<file path="config.mk">
export PLATFORM = sky130hd
export DESIGN_NAME = fifo_wr_arbiter
export DESIGN_NICKNAME = d
export VERILOG_FILES = /design/src/rtl/fifo_wr_arbiter_pkg.sv /design/src/rtl/fifo_wr_arbiter_rr_pick.sv /design/src/rtl/fifo_wr_arbiter.sv
export SDC_FILE = /design/constraint.sdc
export NUM_CORES = 1
export LEC_CHECK = 0
export ABC_AREA = 1
export CAP_MARGIN = 5
export CORE_UTILIZATION = 37
export CTS_CLUSTER_DIAMETER = 150
export CTS_CLUSTER_SIZE = 28
export DETAILED_ROUTE_END_ITERATION = 10
export PLACE_DENSITY_LB_ADDON = 0.08
export RECOVER_POWER = 100
export SYNTH_ARGS = -nofsm -noshare
export SYNTH_HDL_FRONTEND = slang
export SYNTH_HIERARCHICAL = 1
export SYNTH_SLANG_ARGS = --single-unit
</file>
<file path="constraint.sdc">
create_clock -name wr_clk -period 2 [get_ports wr_clk]
set_clock_uncertainty 0.15 [all_clocks]
set_input_delay 0.4 -clock wr_clk [delete_from_list [all_inputs] [get_ports wr_clk]]
set_output_delay 0.4 -clock wr_clk [all_outputs]
set_load 0.02 [all_outputs]
</file>
<file path="src/rtl/fifo_wr_arbiter_pkg.sv">
// fifo_wr_arbiter_pkg: shared types and widths for the FIFO write-port arbiter
package fifo_wr_arbiter_pkg;

    typedef enum logic {IDLE, BURST} state_t;

    localparam int ARB_OWN_W  = 2;
    localparam int ARB_BCNT_W = 5;
    localparam int STALL_W    = 16;

    function automatic int cnt_w(input int max_burst);
        return ($clog2(max_burst + 1) < 1) ? 1 : $clog2(max_burst + 1);
    endfunction

endpackage

</file>
<file path="src/rtl/fifo_wr_arbiter_rr_pick.sv">
// fifo_wr_arbiter_rr_pick: combinational round-robin picker starting after the last owner
module fifo_wr_arbiter_rr_pick
    import fifo_wr_arbiter_pkg::*;
#(
    parameter int NREQ  = 4,
    parameter int OWN_W = $clog2(NREQ)
) (
    input  logic [NREQ-1:0]  req,
    input  logic [OWN_W-1:0] last,
    output logic [OWN_W-1:0] nxt,
    output logic             found
);

    // scan from farthest to nearest so the nearest requester after last wins
    always_comb begin
        nxt   = last;
        found = |req;
        for (int k = NREQ; k >= 1; k--)
            if (req[(int'(last) + k) % NREQ]) nxt = OWN_W'((int'(last) + k) % NREQ);
    end

endmodule

</file>
<file path="src/rtl/fifo_wr_arbiter.sv">
// fifo_wr_arbiter: round-robin packet arbiter for the FIFO write port; FIFO_ARB_STALL_CNT_EN adds a stall counter
module fifo_wr_arbiter
    import fifo_wr_arbiter_pkg::*;
#(
    parameter int NREQ      = 4,
    parameter int WIDTH     = 8,
    parameter int MAX_BURST = 16,
    parameter int OWN_W     = $clog2(NREQ)
) (
    input  logic                  wr_clk,
    input  logic                  wr_rst,
    input  logic [NREQ-1:0]       req,
    input  logic [NREQ*WIDTH-1:0] req_data,
    input  logic [NREQ-1:0]       req_last,
    output logic [NREQ-1:0]       gnt,
    input  logic                  fifo_full,
    output logic                  fifo_wr_en,
    output logic [WIDTH-1:0]      fifo_wr_data,
    output logic                  busy,
`ifdef FIFO_ARB_STALL_CNT_EN
    output logic [STALL_W-1:0]    stall_cnt,
    input  logic                  stall_clr,
`endif
    output logic [OWN_W-1:0]      owner
);

    localparam int BCNT_W = cnt_w(MAX_BURST);

    state_t            state, state_nxt;
    logic [BCNT_W-1:0] beat_cnt;
    logic [OWN_W-1:0]  pick;
    logic              found, accept, last_beat;

    fifo_wr_arbiter_rr_pick #(.NREQ(NREQ), .OWN_W(OWN_W)) u_pick (
        .req   (req),
        .last  (owner),
        .nxt   (pick),
        .found (found)
    );

    // beat accept and zero-latency pass-through of the owner's data; reset masks the grant
    always_comb begin
        accept       = (state == BURST) && req[owner] && !fifo_full && !wr_rst;
        last_beat    = accept && (req_last[owner] ||
                       (MAX_BURST != 0 && beat_cnt == BCNT_W'(MAX_BURST - 1)));
        gnt          = accept ? NREQ'(1) << owner : '0;
        fifo_wr_en   = accept;
        fifo_wr_data = req_data[owner*WIDTH +: WIDTH];
        busy         = (state == BURST);
    end

    // next state: arbitrate in IDLE, leave BURST after the packet or burst cap
    always_comb begin
        state_nxt = state;
        if (state == IDLE) state_nxt = found ? BURST : IDLE;
        else               state_nxt = last_beat ? IDLE : BURST;
    end

    // state, owner and beat counter registers; counter saturates rather than wrapping
    always_ff @(posedge wr_clk) begin
        if (wr_rst) begin
            state    <= IDLE;
            owner    <= OWN_W'(NREQ - 1);
            beat_cnt <= '0;
        end else begin
            state <= state_nxt;
            if (state == IDLE && found) begin
                owner    <= pick;
                beat_cnt <= '0;
            end else if (accept) begin
                beat_cnt <= (&beat_cnt) ? beat_cnt : beat_cnt + 1'b1;
            end
        end
    end

`ifdef FIFO_ARB_STALL_CNT_EN
    // count owner-ready cycles blocked by a full FIFO, saturating
    always_ff @(posedge wr_clk) begin
        if (wr_rst || stall_clr)
            stall_cnt <= '0;
        else if (state == BURST && req[owner] && fifo_full && !(&stall_cnt))
            stall_cnt <= stall_cnt + 1'b1;
    end
`endif

endmodule
</file>
After elaboration in Yosys (flattened, before gate mapping):

Cells that the tools add are included.

* $add $sub $neg: 5
* magnitude comparators: 5
* equality and inequality tests: 1
* shift operators: 2
* multiplexer cells: 24
* bitwise operators: 6
* reduce and logical (&&, ||, !) cells: 18

Operator list (number)
* 32-bit by 6-bit variable part select with 8-bit output: 1
* 3-bit by 4-bit < comparator with 1-bit output, second input constant: 4
* 1-bit two-way mux: 13
* 1-bit binary-select mux with 2-bit select: 6
* 2-bit OR reduction: 5
* 2-bit two-way mux: 4
* 5-bit by 1-bit adder with 5-bit output, second input constant: 1
* 5-bit by 4-bit == test with 1-bit output, second input constant: 1
* 1-bit logical AND: 5
* 5-bit AND reduction: 1
* 2-bit by 1-bit adder with 2-bit output, second input constant: 2
* 2-bit adder, second input constant: 2
* 1-bit bitwise AND, first input constant: 4
* 4-bit two-way mux: 1
* 2-bit AND reduction: 2
* 4-bit nonzero test: 1
* 4-bit OR reduction: 1
* 1-bit by 2-bit << shifter with 4-bit output, first input constant: 1
* 2-bit by 3-bit < comparator with 1-bit output, second input constant: 1
* 1-bit logical NOT: 2
* 1-bit inverter: 2
* 1-bit logical OR: 1

* register bits: 8
* bits of input ports: 43
* output and inout bits: 16
* logic and storage cells: 64

Depth between registers and ports, before layout:

* depth after elaboration: 10
* gate-level depth with buffers: 12
* gate-level depth less buffers: 11

By module:

The synthesis kept the hierarchy.

Modules (own cells, without submodules)
* fifo_wr_arbiter: instances 1, cells an instance 120, area each 764.5 um2, sequential area each 160.2 um2
* fifo_wr_arbiter_rr_pick: instances 1, cells an instance 44, area each 217.7 um2, sequential area each 0.0 um2

Least setup slack after synthesis:

No wires, ideal clock.

* kind: reg2out
* start: register owner[1]
* end: output gnt[1]
* arrival: 1.509 ns
* required time: 1.450 ns
* slack: -0.059 ns
* stages on the path, launching flop included: 7
* path buffers: 0
* cells stage by stage: dfxtp_1 -> nand3_1 -> nand2_1 -> nor2_4 -> nor2_8 -> inv_2 -> nor2_1

* longest elaborated chain between the ends: 6
* elaborated cells on any way between the ends: 7
* those cells by class: shift: 1; mux: 3; reduce/logical: 3

RTL lines
* start: declaration: RTL line fifo_wr_arbiter.sv:24 `output logic [OWN_W-1:0] owner`
* start signal: assignment: RTL line fifo_wr_arbiter.sv:63 `owner <= OWN_W'(NREQ - 1);`
* start signal: assignment: RTL line fifo_wr_arbiter.sv:68 `owner <= pick;`
* 1-bit binary-select mux with 2-bit select: RTL line fifo_wr_arbiter.sv:43 `accept = (state == BURST) && req[owner] && !fifo_full && !wr_rst;`
* 1-bit two-way mux (implied by the code): RTL line fifo_wr_arbiter.sv:43
* 1-bit logical AND (3 in series): RTL line fifo_wr_arbiter.sv:43
* via fifo_wr_en: RTL line fifo_wr_arbiter.sv:17 `output logic fifo_wr_en,`
* 4-bit two-way mux: RTL line fifo_wr_arbiter.sv:46 `gnt = accept ? NREQ'(1) << owner : '0;`
* end: declaration: RTL line fifo_wr_arbiter.sv:15 `output logic [NREQ-1:0] gnt,`

The timed path passes the listed nets, and every way through them passes these cells. The select of a mux whose other input is x is not followed.

Final worst setup path:

* start: register state, in the netlist busy
* end: output busy

RTL lines
* start: declaration: RTL line fifo_wr_arbiter.sv:29 `state_t state, state_nxt;`
* start signal: assignment: RTL line fifo_wr_arbiter.sv:66 `state <= state_nxt;`
* end: declaration: RTL line fifo_wr_arbiter.sv:19 `output logic busy,`

No word-level cell between the ends.

==> flow_summary.ini <==
[yosys]
synth_cell_type_count = 25
ys_seq_elements = 8
synth_area_leaders = nand2_1, dfxtp_1, nand3_1
synth_area_sq_um = 982.2
ys.flop_type = dfxtp_1
synth-async-reset-ratio_pct = 0
synth_edf_count = 0
synth_top_cell_by_area = nand2_1
synth_top_area_share_pct = 19.87
ys_seq_area_share_pct = 16.31
synth_nets = 210
syn_area_per_cell_sq_um = 5.989
syn_inst = 164
synth_warnings = 6

[critical_path]
crit_cells = 2
crit_path_max_fanout = 3
critPathSlowestCell = dlygate4sd3_1
path_delay_family = buffers and inverters
critPathLaunchType = flop
path_cells = buf_4, dlygate4sd3_1
slowest_delay_ns = 0.66
path_buf_inv = 2
reg2regPathDepth = 11
worstSetupPathType = reg2out
worstPathRequired_ns = 1.45
crit_path_end_kind = primary output
cp.arrival_ns = 1.38

[floorplanning]
die_w_um = 53.52
coreArea_sq_um = 2500
ios = 59
die_y_um = 53.52
dieArea_sq_um = 2864
rows = 18
start_util_pct = 39.29

[pwr]
leakagePower_uw = 0.0008459
power.total_uw = 1108
internal-power_uw = 580.6
p_clk_share_pct = 11.5
p_sw_share_pct = 47.61
vdd_drop_max_v = 0.0004390
power_density_nw_per_um2 = 656.2
combPwrFrac_pct = 69.8
pwr-share-seq_pct = 18.8
power_switching_uw = 527.7

[layout]
finalInstanceArea_sq_um = 1689
n_fill_cell = 241
nNetsFinal = 289
antenna_cells = 0
syn_to_final_growth_pct = 71.97
final_common_cell = nand2_1
layout-drive-gt1-share_pct = 27.80
fin_util_pct = 67.57
mostFrequentLayoutCells = nand2_1, clkdlybuf4s50_1, nand3_1

[clocking]
cts_buffers = 3
clockRootBuffer = clkbuf_4
clkLatencyLatePin_ns = 0.25
cts_sinks = 8
htree_levels = 1
clockBufferDepth = 2
path_clk_slew_ns = 0.06
tritoncts = done
hold_buffers = 0

[global_routing]
grt_start_max_net_pins = 12
grt_pass1_wl_um = 4974
antenna_found_initial = 0
grt_overflow = 0
grt_pass1_vias = 1197
grt_usage_pct = 23.66

[sta]
min_period_ns = 1.929
holdWs_ns = 0.3506
relSlewSlack_pct = 82.45
fmax_ghz = 0.5185
fin_crit_sh_pct = 96.43
slew_viol_final = 0
hold_violations = 0
worst_slack_ns = 0.07139
setup_viol = 0
worst_slew_pin_slew_ns = 0.2632
grt_setup_unrepaired = yes

[place]
gp_congestion = 0.8425
placed_cell_area_sq_um = 1743
place_ws_ns = -0.6158
dp_hpwl_um = 2713
portBuffers = 58

[route]
drt-total-wl_um = 3276
drc = 0
ant_nets = 0
vias_per_cell = 4.893
wl_per_cell_um = 12.09
vias = 1326
drtIter0Drc = 19
drtPass1Iterations = 4

[hold_path]
hold_path_depth = 2
hold_class = reg2reg

[job]
drv_cap = 0

[run_status]
status = complete, no violations
power groups by stage:
stage | logic, uW | clock network, uW | registers, uW
floorplan | 466 | 0 | 211
global placement | 849 | 0 | 193
detailed placement | 864 | 0 | 193
CTS | 809 | 129 | 208
global route | 850 | 139 | 212
finish | 773 | 127 | 208
timing repair:
item,4_1_cts,5_1_grt
pin swaps,9,4
resized for setup,59,10
setup endpoints to repair,13,11
setup buffers,0,0
path summary, 6_finish.rpt:
check | startpoint | slack, ns | endpoint
worst max-delay path | busy | 0.07 | busy
worst min-delay path | beat_cnt[1] | 0.35 | beat_cnt[1]
worst max register to register | owner[1] | 0.21 | beat_cnt[3]
worst min register to register | beat_cnt[1] | 0.35 | beat_cnt[1]
worst reg2reg max path: cells and delay by family, from the launching register on:
kind | cells | cell delay [ns]
DFF | 1 | 0.38
and+or+nand+nor | 9 | 0.87
buffers and inverters | 2 | 0.35
cells in the mapped netlist (3+ instances only):
master,instances
nand2_1,52
nand3_1,27
inv_1,15
nand2_2,11
dfxtp_1,8
nor2_1,8
a22oi_1,7
inv_2,7
a21oi_1,4
ha_1,3
nor3_2,3
cell families (layout without fill, tap and decap cells):
group | count (synthesis) | after routing | share of synthesized area [%]
simple gates | 110 | 110 | 55.54
fa+ha+maj | 3 | 3 | 3.822
compound gates | 14 | 14 | 9.809
buf+inv | 27 | 104 | 12.74
flops | 8 | 8 | 16.31
xor+xnor | 2 | 2 | 1.784
metal layers:
layer  routed length, um  global-route usage (%)  share of wire [%]  vias to the layer above
li1                    -                       -                  -                      684
met1                1387                   26.23                 42                      607
met2                1687                   45.21                 51                       31
met3                 180                   3.448                5.5                        4
met4                  21                   7.456               0.64                        0
met5                   0                       0                  0                        -
state kept, by name, indices dropped and copies added, names as in the netlist:
name      count
beat_cnt      5
owner         2
busy          1
final cells by class:
type                            instances  area [sq um]  area share (%)
Tap cell                               30         37.54           2.222
Multi-Input combinational cell        129         703.2           41.63
Sequential cell                         8         167.7           9.926
Timing Repair Buffer                   78         659.4           39.04
Inverter                               23         98.84           5.852
Clock buffer                            3         22.52           1.333
metrics by stage:
stage | TNS, ns | std cells
after floorplan | -0.03962 | 164
after global placement | -4.107 | 269
after detailed placement | -4.315 | 269
after CTS | 0 | 271
after global routing | -0.03832 | 271
final | 0 | 271
Power figures use the tool's default switching activity.
